[src/rtl/f2x_pkg.sv]
// Shared widths, flag bundle and counter width for the float_to_fix arbiter slice.
package f2x_pkg;

    localparam int unsigned F2X_FLOAT_OP_WIDTH = 16;
    localparam int unsigned F2X_EXP_MSB_POS    = 14;
    localparam int unsigned F2X_EXP_LSB_POS    = 10;
    localparam int unsigned F2X_FIXED_OP_WIDTH = 40;
    localparam int unsigned F2X_NUM_REQ        = 4;
    localparam int unsigned F2X_EXC_CNT_W      = 16;

    typedef struct packed {
        logic nan;
        logic snan;
        logic inf;
    } f2x_flags_t;

    function automatic logic f2x_any_exc(input f2x_flags_t f);
        return f.nan | f.snan | f.inf;
    endfunction

endpackage

[src/rtl/float_to_fix_arbiter_if.sv]
// Requester/result bus of float_to_fix_arbiter; counter ports exist only with F2X_ARB_EXC_CNT_EN.
interface float_to_fix_arbiter_if #(
    parameter int unsigned NUM_REQ        = f2x_pkg::F2X_NUM_REQ,
    parameter int unsigned FLOAT_OP_WIDTH = f2x_pkg::F2X_FLOAT_OP_WIDTH,
    parameter int unsigned FIXED_OP_WIDTH = f2x_pkg::F2X_FIXED_OP_WIDTH
);
    import f2x_pkg::*;

    localparam int unsigned ID_W = $clog2(NUM_REQ);

    logic [NUM_REQ-1:0]                req_valid_i;
    logic [NUM_REQ-1:0]                req_ready_o;
    logic [NUM_REQ*FLOAT_OP_WIDTH-1:0] req_operand_i;
    logic                              res_valid_o;
    logic                              res_ready_i;
    logic [ID_W-1:0]                   res_id_o;
    logic [FIXED_OP_WIDTH-1:0]         res_value_o;
    logic                              res_nan_o;
    logic                              res_snan_o;
    logic                              res_inf_o;
`ifdef F2X_ARB_EXC_CNT_EN
    logic                              exc_clr_i;
    logic [NUM_REQ*F2X_EXC_CNT_W-1:0]  exc_cnt_o;
`endif

    modport slave (
        input  req_valid_i, req_operand_i, res_ready_i,
        output req_ready_o, res_valid_o, res_id_o, res_value_o,
               res_nan_o, res_snan_o, res_inf_o
`ifdef F2X_ARB_EXC_CNT_EN
        , input exc_clr_i, output exc_cnt_o
`endif
    );

    modport master (
        output req_valid_i, req_operand_i, res_ready_i,
        input  req_ready_o, res_valid_o, res_id_o, res_value_o,
               res_nan_o, res_snan_o, res_inf_o
`ifdef F2X_ARB_EXC_CNT_EN
        , output exc_clr_i, input exc_cnt_o
`endif
    );

endinterface

[src/rtl/f2x_rr_arb.sv]
// Round-robin grant over N requests; the pointer moves only when the grant is taken.
module f2x_rr_arb #(
    parameter int unsigned N = 4
) (
    input  logic                 clk_i,
    input  logic                 rst_n_i,
    input  logic [N-1:0]         i_req,
    input  logic                 i_advance,
    output logic [N-1:0]         o_grant_c,
    output logic [$clog2(N)-1:0] o_grant_id_c,
    output logic                 o_grant_vld_c
);
    localparam int unsigned ID_W = $clog2(N);

    logic [ID_W-1:0] r_last;
    int unsigned     w_idx;

    // First asserted request at or after last+1, wrapping modulo N.
    always_comb begin
        o_grant_c     = '0;
        o_grant_id_c  = '0;
        o_grant_vld_c = 1'b0;
        w_idx         = 0;
        for (int unsigned off = 1; off <= N; off++) begin
            w_idx = (32'(r_last) + off) % N;
            if (!o_grant_vld_c && i_req[ID_W'(w_idx)]) begin
                o_grant_vld_c               = 1'b1;
                o_grant_id_c                = ID_W'(w_idx);
                o_grant_c[ID_W'(w_idx)]     = 1'b1;
            end
        end
    end

    // Reset to N-1 so requester 0 has top priority.
    always_ff @(posedge clk_i) begin
        if (!rst_n_i) begin
            r_last <= ID_W'(N - 1);
        end else if (i_advance) begin
            r_last <= o_grant_id_c;
        end
    end

endmodule

[src/rtl/float_to_fix.sv]
// Combinational float to two's-complement fixed-point converter with special-value flags.
module float_to_fix #(
    parameter int unsigned FLOAT_OP_WIDTH = f2x_pkg::F2X_FLOAT_OP_WIDTH,
    parameter int unsigned EXP_MSB_POS    = f2x_pkg::F2X_EXP_MSB_POS,
    parameter int unsigned EXP_LSB_POS    = f2x_pkg::F2X_EXP_LSB_POS,
    parameter int unsigned FIXED_OP_WIDTH = f2x_pkg::F2X_FIXED_OP_WIDTH
) (
    input  logic [FLOAT_OP_WIDTH-1:0] i_operand,
    output logic [FIXED_OP_WIDTH-1:0] o_value_c,
    output f2x_pkg::f2x_flags_t       o_flags_c
);
    import f2x_pkg::*;

    localparam int unsigned EXP_W  = EXP_MSB_POS - EXP_LSB_POS + 1;
    localparam int unsigned MANT_W = EXP_LSB_POS;

    logic                      w_sign;
    logic [EXP_W-1:0]          w_exp;
    logic [MANT_W-1:0]         w_mant;
    logic                      w_hidden;
    logic                      w_exp_max;
    logic [EXP_W-1:0]          w_shift;
    logic [FIXED_OP_WIDTH-1:0] w_mag;

    assign w_sign    = i_operand[FLOAT_OP_WIDTH-1];
    assign w_exp     = i_operand[EXP_MSB_POS:EXP_LSB_POS];
    assign w_mant    = i_operand[EXP_LSB_POS-1:0];
    assign w_hidden  = |w_exp;
    assign w_exp_max = &w_exp;

    // Denormals keep the significand unshifted; normals shift by exp-1.
    assign w_shift   = w_hidden ? (w_exp - EXP_W'(1)) : '0;
    assign w_mag     = FIXED_OP_WIDTH'({w_hidden, w_mant}) << w_shift;
    assign o_value_c = w_sign ? (~w_mag + FIXED_OP_WIDTH'(1)) : w_mag;

    assign o_flags_c.inf  = w_exp_max & ~(|w_mant);
    assign o_flags_c.nan  = w_exp_max & (|w_mant);
    assign o_flags_c.snan = w_exp_max & (|w_mant) & ~w_mant[MANT_W-1];

endmodule

[src/rtl/float_to_fix_arbiter.sv]
// Shares one float_to_fix datapath among NUM_REQ requesters through a two-stage pipeline.
// Optional per-requester exception counters: define F2X_ARB_EXC_CNT_EN.
module float_to_fix_arbiter
    import f2x_pkg::*;
#(
    parameter int unsigned FLOAT_OP_WIDTH = F2X_FLOAT_OP_WIDTH,
    parameter int unsigned EXP_MSB_POS    = F2X_EXP_MSB_POS,
    parameter int unsigned EXP_LSB_POS    = F2X_EXP_LSB_POS,
    parameter int unsigned FIXED_OP_WIDTH = F2X_FIXED_OP_WIDTH,
    parameter int unsigned NUM_REQ        = F2X_NUM_REQ
) (
    input  logic                   clk_i,
    input  logic                   rst_n_i,
    float_to_fix_arbiter_if.slave  bus
);
    localparam int unsigned ID_W = $clog2(NUM_REQ);

    logic [NUM_REQ-1:0]        w_grant;
    logic [ID_W-1:0]           w_grant_id;
    logic                      w_grant_vld;
    logic                      w_s1_free;
    logic                      w_s2_free;
    logic                      w_xfer;
    logic [FIXED_OP_WIDTH-1:0] w_cvt_value;
    f2x_flags_t                w_cvt_flags;

    logic                      r_s1_vld;
    logic [FLOAT_OP_WIDTH-1:0] r_s1_op;
    logic [ID_W-1:0]           r_s1_id;
    logic                      r_s2_vld;
    logic [FIXED_OP_WIDTH-1:0] r_s2_value;
    f2x_flags_t                r_s2_flags;
    logic [ID_W-1:0]           r_s2_id;

    assign w_s2_free       = ~r_s2_vld | bus.res_ready_i;
    assign w_s1_free       = ~r_s1_vld | w_s2_free;
    assign bus.req_ready_o = (rst_n_i && w_s1_free) ? w_grant : '0;
    assign w_xfer          = rst_n_i & w_s1_free & w_grant_vld;

    f2x_rr_arb #(.N(NUM_REQ)) u_arb (
        .clk_i         (clk_i),
        .rst_n_i       (rst_n_i),
        .i_req         (bus.req_valid_i),
        .i_advance     (w_xfer),
        .o_grant_c     (w_grant),
        .o_grant_id_c  (w_grant_id),
        .o_grant_vld_c (w_grant_vld)
    );

    // S1: granted operand and its requester id.
    always_ff @(posedge clk_i) begin
        if (!rst_n_i) begin
            r_s1_vld <= 1'b0;
            r_s1_op  <= '0;
            r_s1_id  <= '0;
        end else if (w_xfer) begin
            r_s1_vld <= 1'b1;
            r_s1_op  <= bus.req_operand_i[w_grant_id*FLOAT_OP_WIDTH +: FLOAT_OP_WIDTH];
            r_s1_id  <= w_grant_id;
        end else if (w_s2_free) begin
            r_s1_vld <= 1'b0;
        end
    end

    float_to_fix #(
        .FLOAT_OP_WIDTH (FLOAT_OP_WIDTH),
        .EXP_MSB_POS    (EXP_MSB_POS),
        .EXP_LSB_POS    (EXP_LSB_POS),
        .FIXED_OP_WIDTH (FIXED_OP_WIDTH)
    ) u_cvt (
        .i_operand (r_s1_op),
        .o_value_c (w_cvt_value),
        .o_flags_c (w_cvt_flags)
    );

    // S2: converted result, drives the output port directly.
    always_ff @(posedge clk_i) begin
        if (!rst_n_i) begin
            r_s2_vld   <= 1'b0;
            r_s2_value <= '0;
            r_s2_flags <= '0;
            r_s2_id    <= '0;
        end else if (w_s2_free && r_s1_vld) begin
            r_s2_vld   <= 1'b1;
            r_s2_value <= w_cvt_value;
            r_s2_flags <= w_cvt_flags;
            r_s2_id    <= r_s1_id;
        end else if (bus.res_ready_i) begin
            r_s2_vld   <= 1'b0;
        end
    end

    assign bus.res_valid_o = r_s2_vld;
    assign bus.res_value_o = r_s2_value;
    assign bus.res_id_o    = r_s2_id;
    assign bus.res_nan_o   = r_s2_flags.nan;
    assign bus.res_snan_o  = r_s2_flags.snan;
    assign bus.res_inf_o   = r_s2_flags.inf;

`ifdef F2X_ARB_EXC_CNT_EN
    logic [F2X_EXC_CNT_W-1:0] r_exc_cnt [NUM_REQ];
    logic                     w_exc_hs;

    assign w_exc_hs = r_s2_vld & bus.res_ready_i & f2x_any_exc(r_s2_flags);

    // Saturating per-requester counts; clear wins over a same-cycle increment.
    always_ff @(posedge clk_i) begin
        if (!rst_n_i || bus.exc_clr_i) begin
            for (int unsigned i = 0; i < NUM_REQ; i++) begin
                r_exc_cnt[i] <= '0;
            end
        end else if (w_exc_hs && (r_exc_cnt[r_s2_id] != '1)) begin
            r_exc_cnt[r_s2_id] <= r_exc_cnt[r_s2_id] + F2X_EXC_CNT_W'(1);
        end
    end

    for (genvar g = 0; g < NUM_REQ; g++) begin : g_cnt_out
        assign bus.exc_cnt_o[g*F2X_EXC_CNT_W +: F2X_EXC_CNT_W] = r_exc_cnt[g];
    end
`endif

endmodule

[src/flat_wrapper.sv]
// flat-port wrapper written by rule: the top's interface ports become plain ports
module float_to_fix_arbiter_flat import f2x_pkg::*;
#(
    parameter int unsigned FLOAT_OP_WIDTH = F2X_FLOAT_OP_WIDTH,
    parameter int unsigned EXP_MSB_POS    = F2X_EXP_MSB_POS,
    parameter int unsigned EXP_LSB_POS    = F2X_EXP_LSB_POS,
    parameter int unsigned FIXED_OP_WIDTH = F2X_FIXED_OP_WIDTH,
    parameter int unsigned NUM_REQ        = F2X_NUM_REQ
)
  (clk_i, rst_n_i, bus_req_valid_i, bus_req_operand_i, bus_res_ready_i, bus_req_ready_o, bus_res_valid_o, bus_res_id_o, bus_res_value_o, bus_res_nan_o, bus_res_snan_o, bus_res_inf_o);
  float_to_fix_arbiter_if #(.NUM_REQ(NUM_REQ), .FLOAT_OP_WIDTH(FLOAT_OP_WIDTH), .FIXED_OP_WIDTH(FIXED_OP_WIDTH)) bus_i ();
  input  logic clk_i;
  input  logic rst_n_i;
  input wire logic [$bits(bus_i.req_valid_i)-1:0] bus_req_valid_i;
  input wire logic [$bits(bus_i.req_operand_i)-1:0] bus_req_operand_i;
  input wire logic [$bits(bus_i.res_ready_i)-1:0] bus_res_ready_i;
  output wire logic [$bits(bus_i.req_ready_o)-1:0] bus_req_ready_o;
  output wire logic [$bits(bus_i.res_valid_o)-1:0] bus_res_valid_o;
  output wire logic [$bits(bus_i.res_id_o)-1:0] bus_res_id_o;
  output wire logic [$bits(bus_i.res_value_o)-1:0] bus_res_value_o;
  output wire logic [$bits(bus_i.res_nan_o)-1:0] bus_res_nan_o;
  output wire logic [$bits(bus_i.res_snan_o)-1:0] bus_res_snan_o;
  output wire logic [$bits(bus_i.res_inf_o)-1:0] bus_res_inf_o;
  assign bus_i.req_valid_i = bus_req_valid_i;
  assign bus_i.req_operand_i = bus_req_operand_i;
  assign bus_i.res_ready_i = bus_res_ready_i;
  assign bus_req_ready_o = bus_i.req_ready_o;
  assign bus_res_valid_o = bus_i.res_valid_o;
  assign bus_res_id_o = bus_i.res_id_o;
  assign bus_res_value_o = bus_i.res_value_o;
  assign bus_res_nan_o = bus_i.res_nan_o;
  assign bus_res_snan_o = bus_i.res_snan_o;
  assign bus_res_inf_o = bus_i.res_inf_o;
  float_to_fix_arbiter #(.FLOAT_OP_WIDTH(FLOAT_OP_WIDTH), .EXP_MSB_POS(EXP_MSB_POS), .EXP_LSB_POS(EXP_LSB_POS), .FIXED_OP_WIDTH(FIXED_OP_WIDTH), .NUM_REQ(NUM_REQ)) u_core (.clk_i(clk_i), .rst_n_i(rst_n_i), .bus(bus_i));
endmodule
[config.mk]
export PLATFORM = sky130hd
export DESIGN_NAME = float_to_fix_arbiter_flat
export DESIGN_NICKNAME = d
export VERILOG_FILES = /design/src/rtl/f2x_pkg.sv /design/src/rtl/float_to_fix_arbiter_if.sv /design/src/rtl/f2x_rr_arb.sv /design/src/rtl/float_to_fix.sv /design/src/rtl/float_to_fix_arbiter.sv /design/src/flat_wrapper.sv
export SDC_FILE = /design/constraint.sdc
export NUM_CORES = 1
export LEC_CHECK = 0
export CORE_MARGIN = 1
export CORE_UTILIZATION = 25
export DETAILED_ROUTE_END_ITERATION = 7
export SLEW_MARGIN = 20
export SYNTH_ARGS = -nofsm -noshare
export SYNTH_HDL_FRONTEND = slang
export SYNTH_SLANG_ARGS = --single-unit
[constraint.sdc]
create_clock -name clk_i -period 5.3 [get_ports clk_i]
set_input_delay 0.53 -clock clk_i [delete_from_list [all_inputs] [get_ports clk_i]]
set_output_delay 0.53 -clock clk_i [all_outputs]
set_load 0.005 [all_outputs]
# Yosys cells after proc, flatten, opt, wreduce, memory -nomap -nowiden
# Cells that the tools add are included.
[classes]
n_addsub = 6
magnitude_cmp = 8
n_shift = 2
n_mux = 35
bitwise = 15
reduce_logical = 17
[ops]
columns = ["operator", "n"]
rows = [
  ["$shiftx A64 B7 Y16", 1],
  ["$add A40 B1 Y40 const B", 1],
  ["$mux W40", 1],
  ["$not A40 Y40", 1],
  ["$shl A11 B5 Y40", 1],
  ["$mux W4", 5],
  ["$mux W1", 16],
  ["$lt A2 B3 Y1 const B", 4],
  ["$or A4 B4 Y4", 3],
  ["$reduce_or A10 Y1", 1],
  ["$logic_and A1 B1 Y1", 9],
  ["$bmux W1 S2", 4],
  ["$demux W1 S2", 4],
  ["$ge A2 B1 Y1 const B", 4],
  ["$mux W2", 4],
  ["$and A1 B1 Y1", 5],
  ["$mux W5", 1],
  ["$reduce_and A5 Y1", 1],
  ["$reduce_or A5 Y1", 1],
  ["$sub A5 B1 Y5 const B", 1],
  ["$add A2 B1 Y2 const B", 2],
  ["$add A2 B2 Y2 const B", 2],
  ["$not A1 Y1", 4],
  ["$reduce_bool A2 Y1", 2],
  ["2 further kinds", 5],
]
[word_totals]
ff_bits = 67
in_bits = 71
out_inout_bits = 50

# Longest topological paths before layout
# Gate-level depths: netlist of the first run.
[logic_depth]
depth_word = 15
depth_mapped = 18
depth_no_buf = 15

# Modules after synthesis
# Synthesis of the first run repeated with hierarchy kept, for this count alone.
[hier_totals]
hier_cells = 838
hier_area_um2 = 6483.7
[modules_own_cells]
columns = ["mod", "n_inst", "cells_per_inst", "area_each_um2"]
rows = [
  ["float_to_fix", 1, 473, 2920.3],
  ["float_to_fix_arbiter", 1, 283, 2909.0],
  ["f2x_rr_arb", 1, 82, 654.4],
]

# Worst setup path before layout of the first run
# OpenSTA, ideal clock, no wires.
[synth_timing]
kind = "flip-flop to flip-flop"
start = "reg u_core.r_s1_op[10]"
end = "reg u_core.r_s2_value[37], in the netlist u_core.bus.res_value_o[37]"
setup_time_ns = 0.117
arrival_time_ns = 3.850
path_slack_ns = 1.334
stages_incl_launch_ff = 17
n_path_buf = 5
synth_period_minus_slack_ns = 3.966
cell_sequence = "dfxtp_1 buf_2 clkinv_1 ha_1 buf_1 clkbuf_1 clkbuf_1 o21bai_1 a21oi_1 a221oi_1 o2111a_1 nand4b_1 or3_1 buf_2 nor4_4 mux2i_1 a22o_1"
[synth_via]
elab_chain_len = 6
[synth_rtl]
columns = ["item", "line", "rtl"]
rows = [
  ["start: declaration", "float_to_fix_arbiter.sv:28", "logic [FLOAT_OP_WIDTH-1:0] r_s1_op;"],
  ["start signal: assignment", "float_to_fix_arbiter.sv:58", "r_s1_op <= bus.req_operand_i[w_grant_id*FLOAT_OP_WIDTH +: FLOAT_OP_WIDTH];"],
  ["$sub A5 B1 Y5 or $reduce_or A5 Y1 (tied branches)", "float_to_fix.sv:32, float_to_fix.sv:28", ""],
  ["$mux W5", "float_to_fix.sv:32", "assign w_shift = w_hidden ? (w_exp - EXP_W'(1)) : '0;"],
  ["$shl A11 B5 Y40 *", "float_to_fix.sv:33", "assign w_mag = FIXED_OP_WIDTH'({w_hidden, w_mant}) << w_shift;"],
  ["$not A40 Y40", "float_to_fix.sv:34", "assign o_value_c = w_sign ? (~w_mag + FIXED_OP_WIDTH'(1)) : w_mag;"],
  ["$add A40 B1 Y40", "float_to_fix.sv:34", ""],
  ["$mux W40 *", "float_to_fix.sv:34", ""],
  ["end signal: assignment", "float_to_fix_arbiter.sv:85", "r_s2_value <= w_cvt_value;"],
  ["end: declaration", "float_to_fix_arbiter.sv:31", "logic [FIXED_OP_WIDTH-1:0] r_s2_value;"],
]
# Every way passes the cells marked *; elsewhere a longest branch is shown, timed or not.
# A chain may end at the register's enable or synchronous reset.

# Worst setup path after layout of the first run
[layout_timing]
start = "reg u_core.r_s1_op[11]"
end = "reg u_core.r_s2_value[37], in the netlist u_core.bus.res_value_o[37]"
# The elaborated chain is that of the path after synthesis.

==> flow_summary.toml, run 1 <==
[run_status]
status = "completed"

[global_routing]
grt_pass1_vias = 5737
antenna_found_initial = 0
grt_pass1_wl_um = 30790
grt.total_usage_pct = 15.85
grt_start_max_net_pins = 41
grt-ovfl-total = 0

[floorplanning]
core_area_mm2 = 0.02285
die_w_um = 155.3
io_pins = 121
dieArea_mm2 = 0.02410
num_rows = 55
start_util_pct = 25.70
die_h_um = 155.3

[setup_path]
worstSetupPathType = "reg2reg"
arrival_ns = 4.95
crit_chain = "inv_1 > ha_1 > and2_0 > o21ai_0 > nand2_1 > a222oi_1 > o32a_1 > nand4b_1 > or3_1 > nor4_4 > mux2i_1 > a22o_1"
path_buf_inv = 1
critPathLaunchType = "flip-flop"
slowest_stage = "or3_1"
crit_required_ns = 5.54
cp_top_family = "simple AND/OR/NAND/NOR gates"
slowest_delay_ns = 0.56
critical_path.max_fanout = 22
endpoint_kind = "flip-flop"

[timing]
rsz0062_at_grt = "false"
report.final.setup_viol = 0
fin_skew_ns = 0.009159
slew_violations = 0
slew_headroom_pct = 32.65
worst_pin_slew_ns = 1.010
max_freq_ghz = 0.2126
hold_viol = 0
min_period_ns = 4.705
final.setup.tns_ns = 0
post-route-period-util_pct = 88.77

[yosys]
seq_area_frac_synth_pct = 22.84
synth_ff_type = "dfxtp_1"
syn_inst = 775
synth_cell_type_count = 80
syn_area_per_cell_um2 = 7.577
syn_area_mm2 = 0.005872
async_reset_ff_share_pct = 0
ys_ff_latch = 67
syn_nets = 855
yosysWarnings = 0
synth_enable_flop_cells = 0

[clocking]
cts_tree = "built"
clkLatencyLatePin_ns = 0.35
numClockSinks = 67
cts_buffers = 9
cts_resized = 0
clk_pin_slew_ns = 0.06
clockBufferDepth = 2
htree_levels = 3
cts_setup_buffers = 0
cts_hold_buf = 0
root_buffer = "clkbuf_16"

[cells_and_area]
diodes = 0
n_fill_cell = 2509
area_growth_pct = 29.32
final_layout_size_suffix_gt1_share_pct = 7.958
final_area_mm2 = 0.007594
utilization_pct = 33.24
nets = 942
stdcell_count = 1180

[place]
hpwlAfterDp_um = 14460
portBuffers = 120
placed_cell_area_mm2 = 0.007317
gp_congestion = 0.9217
dp_cells = 1164

[route]
post_drt_wl_per_cell_um = 16.05
drc = 0
drtIter0Drc = 645
via_per_inst = 5.342
wl_um = 18940
num_vias = 6304
ant_nets = 0
dr.pass1.iters = 6

[hold_path]
min_path_type = "reg2reg"

[job]
maxCapViolations = 0
## cells in the mapped netlist (6+ instances only)
cell	number	area (um2)
a32oi_1	8	70.07
nand4_1	11	68.82
ha_1	9	112.6
a21boi_0	9	67.56
nor3_1	23	115.1
nand2_1	109	409.1
o21ai_1	9	45.04
a221oi_1	6	52.55
dfxtp_1	67	1341
mux4_2	17	382.9
and2_1	13	81.33
o21a_1	8	60.06
a31oi_1	9	56.30
inv_1	11	41.29
o21ai_0	69	345.3
nor2b_1	10	62.56
nand2b_1	12	75.07
o211a_1	8	80.08
o31ai_1	9	67.56
or3_1	12	75.07
a21oi_1	22	110.1
nor2_1	59	221.5
a211oi_1	11	82.58
nand3_1	37	185.2
mux2i_1	16	160.2
clkbuf_1	42	157.7
xnor2_1	20	175.2
a22oi_1	12	90.09
o211ai_1	10	75.07
buf_2	10	50.05
xor2_1	6	52.55
## sequential cells by signal (all words and copies together), names as in the netlist
name / cells
u_core.r_s1_vld: 1
u_core.bus.res_snan_o: 1
u_core.bus.res_value_o: 40
u_core.r_s1_op: 16
u_core.r_s1_id: 2
u_core.bus.res_inf_o: 1
u_core.u_arb.r_last: 2
u_core.bus.res_valid_o: 1
u_core.bus.res_id_o: 2
u_core.bus.res_nan_o: 1
## cell usage in the layout, fill, tap and decap left out, types with 5 or more instances in the layout
cell type,n
o211a_1,8
o22ai_1,5
nor3_1,23
nand2_1,109
nor2_1,57
a21oi_1,22
dfxtp_1,67
o21ai_0,69
mux4_2,17
nand2b_1,12
a211oi_1,11
a21boi_0,9
a32oi_1,8
buf_4,14
or3_1,12
mux2i_1,16
ha_1,9
o21ai_1,9
xnor2_1,20
xor2_1,6
nand3_1,37
a22oi_1,12
a31oi_1,9
clkbuf_16,9
o31ai_1,9
inv_1,11
nor2b_1,10
clkdlybuf4s50_1,119
and2_1,13
a221oi_1,6
o211ai_1,10
o21a_1,8
nand4_1,11
## cell families after synthesis
logic type | share of synthesized area [%]
adders and majority gates | 1.918
and+or+nand+nor | 27.08
xor gates and xnor gates | 3.878
DFF | 22.84
muxes | 9.823
buffers and inverters | 5.071
AOI/OAI and AO/OA | 29.38
## metrics by stage
stage / setup slack [ns] / hold slack (ns)
after floorplan: 1.334 / 0.4350
after detailed placement: 0.6845 / 0.4422
after global routing: 0.2056 / 0.4709
final: 0.5955 / 0.4461
after global placement: 0.8410 / 0.4364
after CTS: 0.6747 / 0.4496
## tightest hold or removal path, stage by stage, from the launching register on
cell     delay (ns)
dfxtp_1        0.31
nand2_1        0.05
o21ai_1        0.05
## path summary, 6_finish.rpt
kind | to | slack, ns | start | cells after the start
worst max-delay path | u_core.bus.res_value_o[37] | 0.60 | u_core.r_s1_op[11] | 12
worst min-delay path | u_core.bus.res_value_o[34] | 0.45 | u_core.bus.res_value_o[34] | 2
worst max register to register | u_core.bus.res_value_o[37] | 0.60 | u_core.r_s1_op[11] | 12
worst min register to register | u_core.bus.res_value_o[34] | 0.45 | u_core.bus.res_value_o[34] | 2
## area by class of cell
type	instances	area (um2)	share of cell area (%)
flip-flops and latches	67	1341	17.66
clock buffers	11	242.7	3.197
multi-input cells	638	4243	55.87
inverters	12	45.04	0.5932
well taps	313	391.6	5.157
repair buffers	134	1301	17.14
clock inverters	5	28.78	0.3790
## metal layers
| layer | global-route usage, % | wire length [um] | vias up |
|---|---|---|---|
| met1 | 21.68 | 8876 | 2942 |
| li1 | - | - | 3080 |
| met5 | 0 | 0 | - |
| met2 | 24.88 | 8423 | 252 |
| met3 | 3.203 | 1280 | 30 |
| met4 | 5.089 | 358 | 0 |
Power of run 1 is not shown: default switching activity piles up to over one toggle a cycle in this logic, so the estimate is an artifact.
==> inputs of run 2 (changes only) <==
--- a/config.mk
+++ b/config.mk
@@ -6,8 +6,11 @@
 export NUM_CORES = 1
 export LEC_CHECK = 0
 export CORE_MARGIN = 1
-export CORE_UTILIZATION = 25
+export CORE_UTILIZATION = 53
+export CTS_BUF_LIST = sky130_fd_sc_hd__clkbuf_16
+export CTS_CLUSTER_DIAMETER = 80
 export DETAILED_ROUTE_END_ITERATION = 7
+export PLACE_DENSITY = 0.82
 export SLEW_MARGIN = 20
 export SYNTH_ARGS = -nofsm -noshare
 export SYNTH_HDL_FRONTEND = slang
==> flow_summary.toml, run 2 (synthesis gave the netlist of run 1 again) <==
[global_routing]
grt_start_max_net_pins = 41
grt-ovfl-total = 0
antenna_found_initial = 0
grt.total_usage_pct = 34.62
grt_pass1_wl_um = 31280
grt_pass1_vias = 6157

[clocking]
cts_tree = "built"
htree_levels = 3
cts_resized = 0
cts_setup_buffers = 0
clkLatencyLatePin_ns = 0.35
clockBufferDepth = 2
clk_pin_slew_ns = 0.06
root_buffer = "clkbuf_16"
cts_buffers = 9
cts_hold_buf = 0
numClockSinks = 67

[timing]
max_freq_ghz = 0.2081
min_period_ns = 4.805
hold_viol = 0
fin_skew_ns = 0.009288
holdWs_ns = 0.4465
worst_pin_slew_ns = 1.072
final.setup.tns_ns = 0
rsz0062_at_grt = "false"
post-route-period-util_pct = 90.66
slew_violations = 0
slew_headroom_pct = 28.26
report.final.setup_viol = 0

[cells_and_area]
area_growth_pct = 26.81
most-common-layout-cells = "119 x clkdlybuf4s50_1, 109 x nand2_1, 69 x o21ai_0, 67 x dfxtp_1, 57 x nor2_1"
nets = 948
largest_reg_flops = 40
final_layout_size_suffix_gt1_share_pct = 8.591
final_common_cell = "clkdlybuf4s50_1"
diodes = 0

[place]
hpwlAfterDp_um = 14800
gp_congestion = 1.014
portBuffers = 120

[route]
num_vias = 6469
post_drt_wl_per_cell_um = 19.11
drtIter0Drc = 629
dr.pass1.iters = 6
drc = 0
via_per_inst = 6.386
wl_um = 19360
ant_nets = 0

[floorplanning]
dieArea_mm2 = 0.01150
num_rows = 38
start_util_pct = 54.41
die_h_um = 107.3
die_w_um = 107.3
core_area_mm2 = 0.01079
io_pins = 121

[setup_path]
critPathLaunchType = "flip-flop"
slowest_delay_ns = 0.85
crit_required_ns = 5.53
crit_chain = "inv_1 > ha_1 > nor4b_4 > nor2_1 > nor3_1 > a221o_1 > a222oi_1 > nand4b_1 > or3_1 > nor4_4 > mux2i_1 > a22o_1"
worstSetupPathType = "reg2reg"
arrival_ns = 5.04
endpoint_kind = "flip-flop"
slowest_stage = "nor2_1"
critical_path.max_fanout = 17

[run_status]
status = "completed"

[hold_path]
min_path_type = "reg2reg"

[job]
maxCapViolations = 0
## run 2: changes by cell type in the layout (fill, tap and decap cells not counted), sizes merged
cell | before | now
buf | 15 | 21
clkinv | 6 | 3
clkinvlp | 0 | 3
clkbuf | 11 | 9
bufinv | 0 | 1
inv | 11 | 12
## run 2: path summary, 6_finish.rpt
check             cells after the start  slack (ns)                       start                          to
setup / recovery                     12        0.49          u_core.r_s1_op[11]  u_core.bus.res_value_o[37]
hold / removal                        2        0.45  u_core.bus.res_value_o[34]  u_core.bus.res_value_o[34]
setup reg to reg                     12        0.49          u_core.r_s1_op[11]  u_core.bus.res_value_o[37]
hold reg to reg                       2        0.45  u_core.bus.res_value_o[34]  u_core.bus.res_value_o[34]
## run 2: routing by layer
layer / wire length [um] / global-route usage (%) / vias up
met4: 848 / 17.51 / 0
met1: 7849 / 41.13 / 2989
li1: - / - / 3107
met2: 9389 / 59.49 / 309
met3: 1274 / 6.416 / 64
met5: 0 / 0 / -
## run 2: area by class of cell
cell class / count / area (um2)
timing repair buffer: 140 / 1346
multi-input combinational: 638 / 4243
fill: 891 / 3347
inverter: 12 / 45.04
tap: 140 / 175.2
sequential: 67 / 1341
clock inverter: 7 / 70.07
clock buffer: 9 / 225.2
## run 2: critical path: cells and delay by family, from the launching register on
| kind | cells | cell delay, ns |
|---|---|---|
| compound gates | 3 | 1.18 |
| fa+ha+maj | 1 | 0.39 |
| buf+inv | 1 | 0.08 |
| flops | 1 | 0.51 |
| mux | 1 | 0.11 |
| simple gates | 6 | 2.41 |
## run 2: per-stage QoR
stage / setup slack, ns / instances / area, um2 / util [%]
detailed placement: 0.6107 / 997 / 7146 / 66.21
global route: 0.1095 / 1013 / 7446 / 68.99
floorplan: 1.334 / 775 / 5872 / -
global placement: 0.6847 / 997 / 7146 / 66.21
CTS: 0.5730 / 1013 / 7441 / 68.94
finish: 0.4948 / 1013 / 7446 / 68.99
Power of run 2 is left out for the same reason.
